$ cat src/rtl/arm_pkg.sv
// Shared types for the ARM core issue logic.
// Register index and scoreboard counter definitions.
package arm_pkg;

  localparam int NUM_REGS = 16;
  localparam int SB_CNT_W = 2;

  typedef logic [3:0]          reg_idx_t;
  typedef logic [SB_CNT_W-1:0] sb_cnt_t;

endpackage

$ cat src/rtl/sb_counter.sv
// Saturating up/down in-flight write counter for one register.
// Simultaneous inc and dec cancel; clr wins over both.
module sb_counter #(
  parameter int CNT_W = 2
) (
  input  logic             clk,
  input  logic             rst_n,
  input  logic             inc,
  input  logic             dec,
  input  logic             clr,
  output logic [CNT_W-1:0] cnt,
  output logic             zero,
  output logic             one,
  output logic             err
);

  logic [CNT_W-1:0] cnt_q;
  logic [CNT_W-1:0] cnt_d;
  logic             max;

  assign max  = &cnt_q;
  assign zero = (cnt_q == '0);
  assign one  = (cnt_q == CNT_W'(1));
  assign cnt  = cnt_q;

  always_comb begin
    cnt_d = cnt_q;
    err   = 1'b0;
    if (clr) begin
      cnt_d = '0;
    end else if (inc && !dec) begin
      if (max) err   = 1'b1;
      else     cnt_d = cnt_q + CNT_W'(1);
    end else if (dec && !inc) begin
      if (zero) err   = 1'b1;
      else      cnt_d = cnt_q - CNT_W'(1);
    end
  end

  always_ff @(posedge clk or negedge rst_n) begin
    if (!rst_n) cnt_q <= '0;
    else        cnt_q <= cnt_d;
  end

endmodule

$ cat src/rtl/reg_scoreboard.sv
// Issue-side register scoreboard: tracks in-flight destination
// writes from ID to WB and produces the ID stall decision.
module reg_scoreboard
  import arm_pkg::*;
#(
  parameter int NUM_REGS = arm_pkg::NUM_REGS,
  parameter int CNT_W    = arm_pkg::SB_CNT_W
) (
  input  logic                clk,
  input  logic                rst_n,
  input  logic                issue_valid,
  input  logic                issue_wb_en,
  input  reg_idx_t            issue_dest,
  input  reg_idx_t            src1_ID,
  input  reg_idx_t            src2_ID,
  input  logic                two_src_ID,
  input  logic                move,
  input  logic                wb_valid,
  input  reg_idx_t            wb_dest,
  input  logic                flush_all,
  output logic                hazard,
  output logic [NUM_REGS-1:0] pending,
  output logic                busy,
  output logic                sb_err
);

  logic                issue_ev;
  logic [NUM_REGS-1:0] inc;
  logic [NUM_REGS-1:0] dec;
  logic [NUM_REGS-1:0] zero;
  logic [NUM_REGS-1:0] one;
  logic [NUM_REGS-1:0] err;
  logic [NUM_REGS-1:0] live;
  logic                err_q;
  logic                err_d;

  // A stalled instruction never issues.
  assign issue_ev = issue_valid & issue_wb_en & ~hazard;

  for (genvar g = 0; g < NUM_REGS; g++) begin : g_cnt
    localparam reg_idx_t IDX = reg_idx_t'(g);
    logic [CNT_W-1:0] cnt_unused;

    assign inc[g] = issue_ev & (issue_dest == IDX);
    assign dec[g] = wb_valid & (wb_dest == IDX);

    sb_counter #(
      .CNT_W(CNT_W)
    ) u_cnt (
      .clk  (clk),
      .rst_n(rst_n),
      .inc  (inc[g]),
      .dec  (dec[g]),
      .clr  (flush_all),
      .cnt  (cnt_unused),
      .zero (zero[g]),
      .one  (one[g]),
      .err  (err[g])
    );

    // Last write retiring now is already visible through the RF.
    assign live[g] = ~zero[g] & ~(one[g] & dec[g]);
  end

  always_comb begin
    hazard = 1'b0;
    if (!move) begin
      hazard = live[src1_ID] | (two_src_ID & live[src2_ID]);
    end
  end

  assign pending = ~zero;
  assign busy    = |pending;

  always_comb begin
    err_d = err_q | (|err);
  end

  always_ff @(posedge clk or negedge rst_n) begin
    if (!rst_n) err_q <= 1'b0;
    else        err_q <= err_d;
  end

  assign sb_err = err_q;

endmodule
$ cat config.mk
export PLATFORM = sky130hd
export DESIGN_NAME = reg_scoreboard
export DESIGN_NICKNAME = d
export VERILOG_FILES = /design/src/rtl/arm_pkg.sv /design/src/rtl/sb_counter.sv /design/src/rtl/reg_scoreboard.sv
export SDC_FILE = /design/constraint.sdc
export NUM_CORES = 1
export LEC_CHECK = 0
export CAP_MARGIN = 20
export CORE_MARGIN = 2
export CORE_UTILIZATION = 30
export DETAILED_ROUTE_END_ITERATION = 10
export GPL_TIMING_DRIVEN = 0
export SKIP_CTS_REPAIR_TIMING = 1
export SYNTH_ARGS = -nofsm -noshare
export SYNTH_HDL_FRONTEND = slang
export SYNTH_SLANG_ARGS = --single-unit
$ cat constraint.sdc
create_clock -name clk -period 3.7 [get_ports clk]
set_input_delay 0.74 -clock clk [delete_from_list [all_inputs] [get_ports clk]]
set_output_delay 0.74 -clock clk [all_outputs]
set_load 0.005 [all_outputs]
==> results.txt, run 1 <==
First-pass GRT wire length = 24,000 um
Critical path peak fanout = 10
CTS root buf = clkbuf_16
Synth Area in Compound Gates = 0.218
Mean Syn Cell Area = 8.04 sq um
Top Usage Layer GRT = met2
Max-Cap Viols = 0
Combinational family with the most area after synthesis = simple AND/OR/NAND/NOR gates
TritonCTS clock tree = built
Crit path time final = 3.63 ns
Pleak = 2.05 nW
Commonest non-fill, non-tap cells in the layout = inv_1, ha_1, nor2_1
Reg clk slew, reported paths = 0.05 ns
Number of synthesized register bits = 33
Via count = 4,402
Share of cells above drive strength 1 = 0.106
Adder-cell share of the synthesized area = 0.142
Final hold violation count = 0
Synth warnings = 0
IO Pins = 43
CTS Buf Count = 5
Core ar. = 13,800 sq um
TNS Setup = 0 ns
Detailed Place HPWL = 11,800 um
Yosys cell types = 77
Initial core utilization = 0.307
Met3 usage = 0.0304
# nets final = 645
Met1 Usage GRT = 0.287
Dpl ws = -0.903 ns
CTS Sinks = 33
Vias in the first global route = 4,432
Synth Area in XOR/XNOR = 0.0268
Core Rows = 43
Total global-route track usage = 0.208
Initial antenna violation count = 0
Hold worst-path end = g_cnt[15].u_cnt.cnt[1]
Mux contribution to synthesized area = 0.0401
Slew margin rel. = 0.394
Post-route DRC violation count = 0
Worst Setup Start Kind = input port
Chip width = 123 um
Crit path DAT = 2.89 ns
Worst hold path depth = 1
Min-delay src = g_cnt[15].u_cnt.cnt[1]
Async SR Flop Fraction = 1.00
Worst-Skew Late Latency = 0.28 ns
Mapped Cells = 528
Crit Path Class = input port to primary output
Clock skew after layout = 0.00374 ns
Vias/cell = 5.85
Die span in y = 123 um
Outcome = finished clean
Pwr/cell area = 294 nW/um^2
Final setup fails = 0
Commonest non-fill, non-tap cell in the layout = inv_1
Drt wl/cell = 20.1 um
Met2 usage = 0.338
Final antenna-violating net count = 0
CTS Buffer Depth = 2
Worst Hold Class = flop to flop
EDFF count, synth = 0
Final Cycle Share = 0.981
Iter 0 DRT Violations = 375
Antenna Cells = 0
P&R area growth vs syn = 19.3%
Reg2Reg Setup Slack = 0.47 ns
CP required = 2.96 ns
DR pass1 iterations = 6
Synthesized area = 4240 sq um
Remaining global-route overflow = 0
Fillcell total = 1,425
GP Congestion = 0.941
Peak VDD IR = 0.000150 V
Fmax = 0.275 GHz
Worst reg2reg path depth = 12
Sequential area share after synthesis = 0.195
Critical path capture point type = primary output
Unrepaired setup endpoints after global routing = no
Main flop type after synthesis = dfrtp_1
H-Tree Depth = 2
Port bufs = 37
Routed WL = 15,100 um
Worst R2R End = sb_err
Syn nets = 600
R2R Path Start = g_cnt[11].u_cnt.cnt[1]
Simple-gate share of the synthesized area = 0.297
Slew Viols, Final = 0
Largest net degree at the start of global routing = 34
Die ar. = 15,100 sq um
Worst-margin pin slew = 0.903 ns
Final worst slack = 0.0702 ns
worst max-delay path, cell delays in order:
cell,delay [ns]
clkbuf_2,0.16
nor3b_2,0.29
clkbuf_4,0.28
a31oi_2,0.16
a221oi_1,0.34
a32o_1,0.25
nand2_4,0.09
nor2_8,0.16
inv_2,0.10
buf_6,0.15
dlymetal6s2s_1,0.15
flip-flops by register name, summed over array words and instances (netlist names):
signal           cells
g_cnt.u_cnt.cnt     32
sb_err               1
worst max path at each step:
stage | slack [ns] | endpoint | from | cells after the start
6_report | 0.07 | hazard | wb_valid | 11
4_1_cts | -0.93 | hazard | wb_dest[0] | 11
3_5_place_dp | -0.90 | hazard | wb_dest[0] | 11
2_1_floorplan | 0.53 | g_cnt[7].u_cnt.cnt[0] | wb_dest[1] | 11
3_3_place_gp | -0.88 | hazard | wb_dest[0] | 11
5_1_grt | 0.002 | hazard | wb_valid | 11
layout make-up:
type	instances	area (sq um)	share of cell area
multi-input cells	413	3140	0.621
flip-flops and latches	33	826	0.163
repair buffers	38	355	0.0702
well taps	180	225	0.0445
inverters	57	214	0.0422
plain buffers	25	158	0.0311
clock buffers	7	143	0.0282
synthesized netlist by cell type (5+ instances only):
master    number  area (sq um)
a311o_1        5          50.1
mux2_2         5          56.3
and2_1        10          62.6
nor2b_1       11          68.8
nor4_1         6          37.5
nor2_1        42           158
a31oi_1       19           119
ha_1          48           601
or3_1         10          62.6
dfrtp_1       33           826
nor4_4         5           106
a32oi_1        6          52.6
nand2_1       40           150
xnor2_1       11          96.3
and3_1         6          37.5
nand4_1       16           100
o211ai_1       6          45.0
a311oi_1      12           105
clkbuf_1      13          48.8
nand3_1       22           110
nor3_1        12          60.1
nor3b_1        5          37.5
a211oi_1       5          37.5
buf_2          6          30.0
o21ai_0        9          45.0
inv_1         56           210
a21oi_1       17          85.1
mux2i_1        8          80.1
metrics by stage:
step	instance area (sq um)	power (mW)	instances	util	hold WS, ns
5_1_grt	5060	1.57	753	0.366	0.568
6_report	5060	1.49	753	0.366	0.524
3_3_place_gp	4840	1.03	745	0.350	0.501
3_5_place_dp	4830	1.05	745	0.350	0.507
2_1_floorplan	4240	0.794	528	-	0.444
4_1_cts	4980	1.48	752	0.360	0.524
kinds of logic (layout without fill, tap and decap cells):
kind of cell	Yosys count	in the layout
multiplexers	16	16
XOR/XNOR	13	13
AO/OA/AOI/OAI	123	123
flip-flops	33	33
buffers and inverters	82	127
AND/OR/NAND/NOR	213	213
adder cells (fa/ha/maj)	48	48
metal layers:
layer / vias to the layer above / wire (um)
met5: - / 0
met4: 0 / 285
met3: 35 / 1050
met2: 178 / 6930
met1: 2147 / 6880
li1: 2042 / -
power by group:
| group | internal, mW | leakage [nW] | switching, mW | total (mW) |
|---|---|---|---|---|
| clock | 0.264 | 0.0700 | 0.159 | 0.423 |
| sequential | 0.400 | 0.442 | 0.0366 | 0.437 |
| combinational | 0.261 | 1.53 | 0.367 | 0.628 |
No activity file was read; power rests on OpenSTA's default activity.
==> run 2: changes to the inputs <==
--- a/config.mk
+++ b/config.mk
@@ -5,7 +5,8 @@
 export SDC_FILE = /design/constraint.sdc
 export NUM_CORES = 1
 export LEC_CHECK = 0
-export CAP_MARGIN = 20
+export CAP_MARGIN = 10
+export CORE_ASPECT_RATIO = 0.75
 export CORE_MARGIN = 2
 export CORE_UTILIZATION = 30
 export DETAILED_ROUTE_END_ITERATION = 10
==> run 2 against run 1 <==
Non-clock buffer count is 5 higher. Sequential power hardly changed. Global-route usage hardly changed. Cell count is 0.13% higher. Via count is 0.86% lower. Clock skew is 0.0030 ns higher. Sequential share of layout area is 0.12 points lower. Register-to-register slack worse by 0.04 ns. Critical path type unchanged. Critical endpoint unchanged.
==> results.txt, run 2 (same netlist as run 1, synthesis figures left out) <==
Reg clk slew, reported paths = 0.06 ns (about the same)
CTS Sinks = 33 (unchanged)
Max FFs per register = 32 (unchanged)
Register area = 826 sq um (unchanged)
WHS = 0.540 ns (+0.0154 ns)
Largest net degree at the start of global routing = 34 (unchanged)
TritonCTS clock tree = built
DR pass1 iterations = 5 (-1)
Outcome = finished clean
Placed inst area = 4830 sq um (-0.13%)
Chip width = 141 um (+15%)
Die ar. = 15,100 sq um (about the same)
Fmax = 0.276 GHz (+0.15%)
First-pass GRT wire length = 23,900 um (-0.43%)
Total global-route track usage = 0.208 (about the same)
P_sw = 0.595 mW (+5.8%)
Worst-margin pin slew = 0.950 ns (+0.0471 ns)
Commonest non-fill, non-tap cells in the layout = inv_1, ha_1, nor2_1
Critical path's top delay family = simple AND/OR/NAND/NOR gates
Worst-Skew Late Latency = 0.29 ns (about the same)
Worst Hold Class = flop to flop
Worst path slowest cell = a311o_1
Routed WL = 15,800 um (+4.0%)
Dpl ws = -0.973 ns (-0.0700 ns)
Internal power = 0.937 mW (+1.1%)
H-Tree Depth = 2 (unchanged)
Combinational Power Share = 0.422 (about the same)
Worst Setup Start Kind = input port
Slew margin rel. = 0.362 (-0.0316)
Initial antenna violation count = 0 (unchanged)
Detailed Place HPWL = 12,200 um (+3.3%)
Pleak = 2.08 nW (+1.5%)
Crit path time final = 3.62 ns (-0.00542 ns)
Post-route DRC violation count = 0 (unchanged)
Final hold violation count = 0 (unchanged)
Antenna Cells = 0 (unchanged)
Post-route cell area = 5100 sq um (+0.77%)
Multi-input gate area = 3150 sq um (about the same)
Via count = 4,364 (-0.86%)
Drt wl/cell = 20.9 um (+3.9%)
Crit path DAT = 2.88 ns (about the same)
Initial core utilization = 0.309 (+0.00173)
CP bufs+invs = 5 (unchanged)
Slowest cell delay on critical path = 0.38 ns (+0.04 ns)
P&R area growth vs syn = 20.3%
Final worst slack = 0.0756 ns (+0.00542 ns)
Switch share = 0.389 (+0.0107)
CTS Buffer Depth = 2 (unchanged)
Sequential share of power = 0.285 (-0.009)
Fillcell total = 1,425 (unchanged)
Pwr/cell area = 300 nW/um^2 (+2.1%)
Slew Viols, Final = 0 (unchanged)
Cell mode on critical path = buf_6
CP cell instances = clkbuf_2 -> and3b_2 -> buf_6 -> a31oi_2 -> mux2_2 -> a311o_1 -> and4b_4 -> nor2_8 -> inv_2 -> buf_6 -> dlymetal6s2s_1
CP required = 2.96 ns (about the same)
Remaining global-route overflow = 0 (unchanged)
# nets final = 650 (+0.78%)
Crit Path Class = input port to primary output
Clock skew after layout = 0.00677 ns (+0.00303 ns)
Final antenna-violating net count = 0 (unchanged)
CTS Buf Count = 5 (unchanged)
Critical path capture point type = primary output
CTS root buf = clkbuf_16
Vias/cell = 5.79 (-0.99%)
Die span in y = 107 um (-13%)
Final Cycle Share = 0.980 (-0.00146)
Share of cells above drive strength 1 = 0.123 (+0.0162)
Port bufs = 37 (unchanged)
Vias in the first global route = 4,173 (-5.8%)
Total Power = 1.53 mW (+2.9%)
Max-Cap Viols = 0 (unchanged)
Core ar. = 13,700 sq um (-0.56%)
Reg2Reg Setup Slack = 0.43 ns (-0.04 ns)
Peak VDD IR = 0.000166 V (+11%)
Final setup fails = 0 (unchanged)
Clock network fraction of total power = 0.294 (+0.010)
Unrepaired setup endpoints after global routing = no
IO Pins = 43 (unchanged)
Core Rows = 37 (-14%)
Critical path peak fanout = 10 (unchanged)
Commonest non-fill, non-tap cell in the layout = inv_1
Iter 0 DRT Violations = 530 (+41%)
GP Congestion = 1.00 (+6.3%)
## run 2: worst paths after layout
check,start,cells after the start,to
hold / removal,g_cnt[15].u_cnt.cnt[1],1,g_cnt[15].u_cnt.cnt[1]
setup reg to reg,g_cnt[11].u_cnt.cnt[1],12,sb_err
min in group asynchronous,rst_n,1,g_cnt[14].u_cnt.cnt[1]
max in group asynchronous,rst_n,1,g_cnt[15].u_cnt.cnt[1]
hold reg to reg,g_cnt[15].u_cnt.cnt[1],1,g_cnt[15].u_cnt.cnt[1]
setup / recovery,wb_dest[1],11,hazard
## run 2: final cells by class
type	count	share of cell area
Buffer	25	0.0302
Timing Repair Buffer	43	0.0770
Clock inverter	2	0.00270
Inverter	57	0.0419
Multi-Input combinational cell	413	0.616
Sequential cell	33	0.162
Clock buffer	6	0.0272
Tap cell	175	0.0429
## run 2: per-stage QoR
| stage | instances | setup TNS (ns) | utilization |
|---|---|---|---|
| 6_report | 754 | 0 | 0.371 |
| 5_1_grt | 754 | 0 | 0.371 |
| 4_1_cts | 748 | -6.40 | 0.362 |
| 3_5_place_dp | 740 | -16.04 | 0.351 |
| 3_3_place_gp | 740 | -15.15 | 0.352 |
| 2_1_floorplan | 528 | 0 | - |
## run 2: power groups by stage
stage	clock (mW)	sequential, mW	combinational, mW
2_1_floorplan	0	0.433	0.361
4_1_cts	0.457	0.435	0.617
6_report	0.450	0.436	0.646
3_5_place_dp	0	0.442	0.612
5_1_grt	0.474	0.442	0.698
3_3_place_gp	0	0.438	0.607
## run 2: routing by layer
layer,GRT usage,wire length (um),vias to the layer above
li1,-,-,2050
met3,0.0384,1310,18
met1,0.316,7790,2117
met5,0,0,-
met2,0.303,6470,179
met4,0.0443,188,0
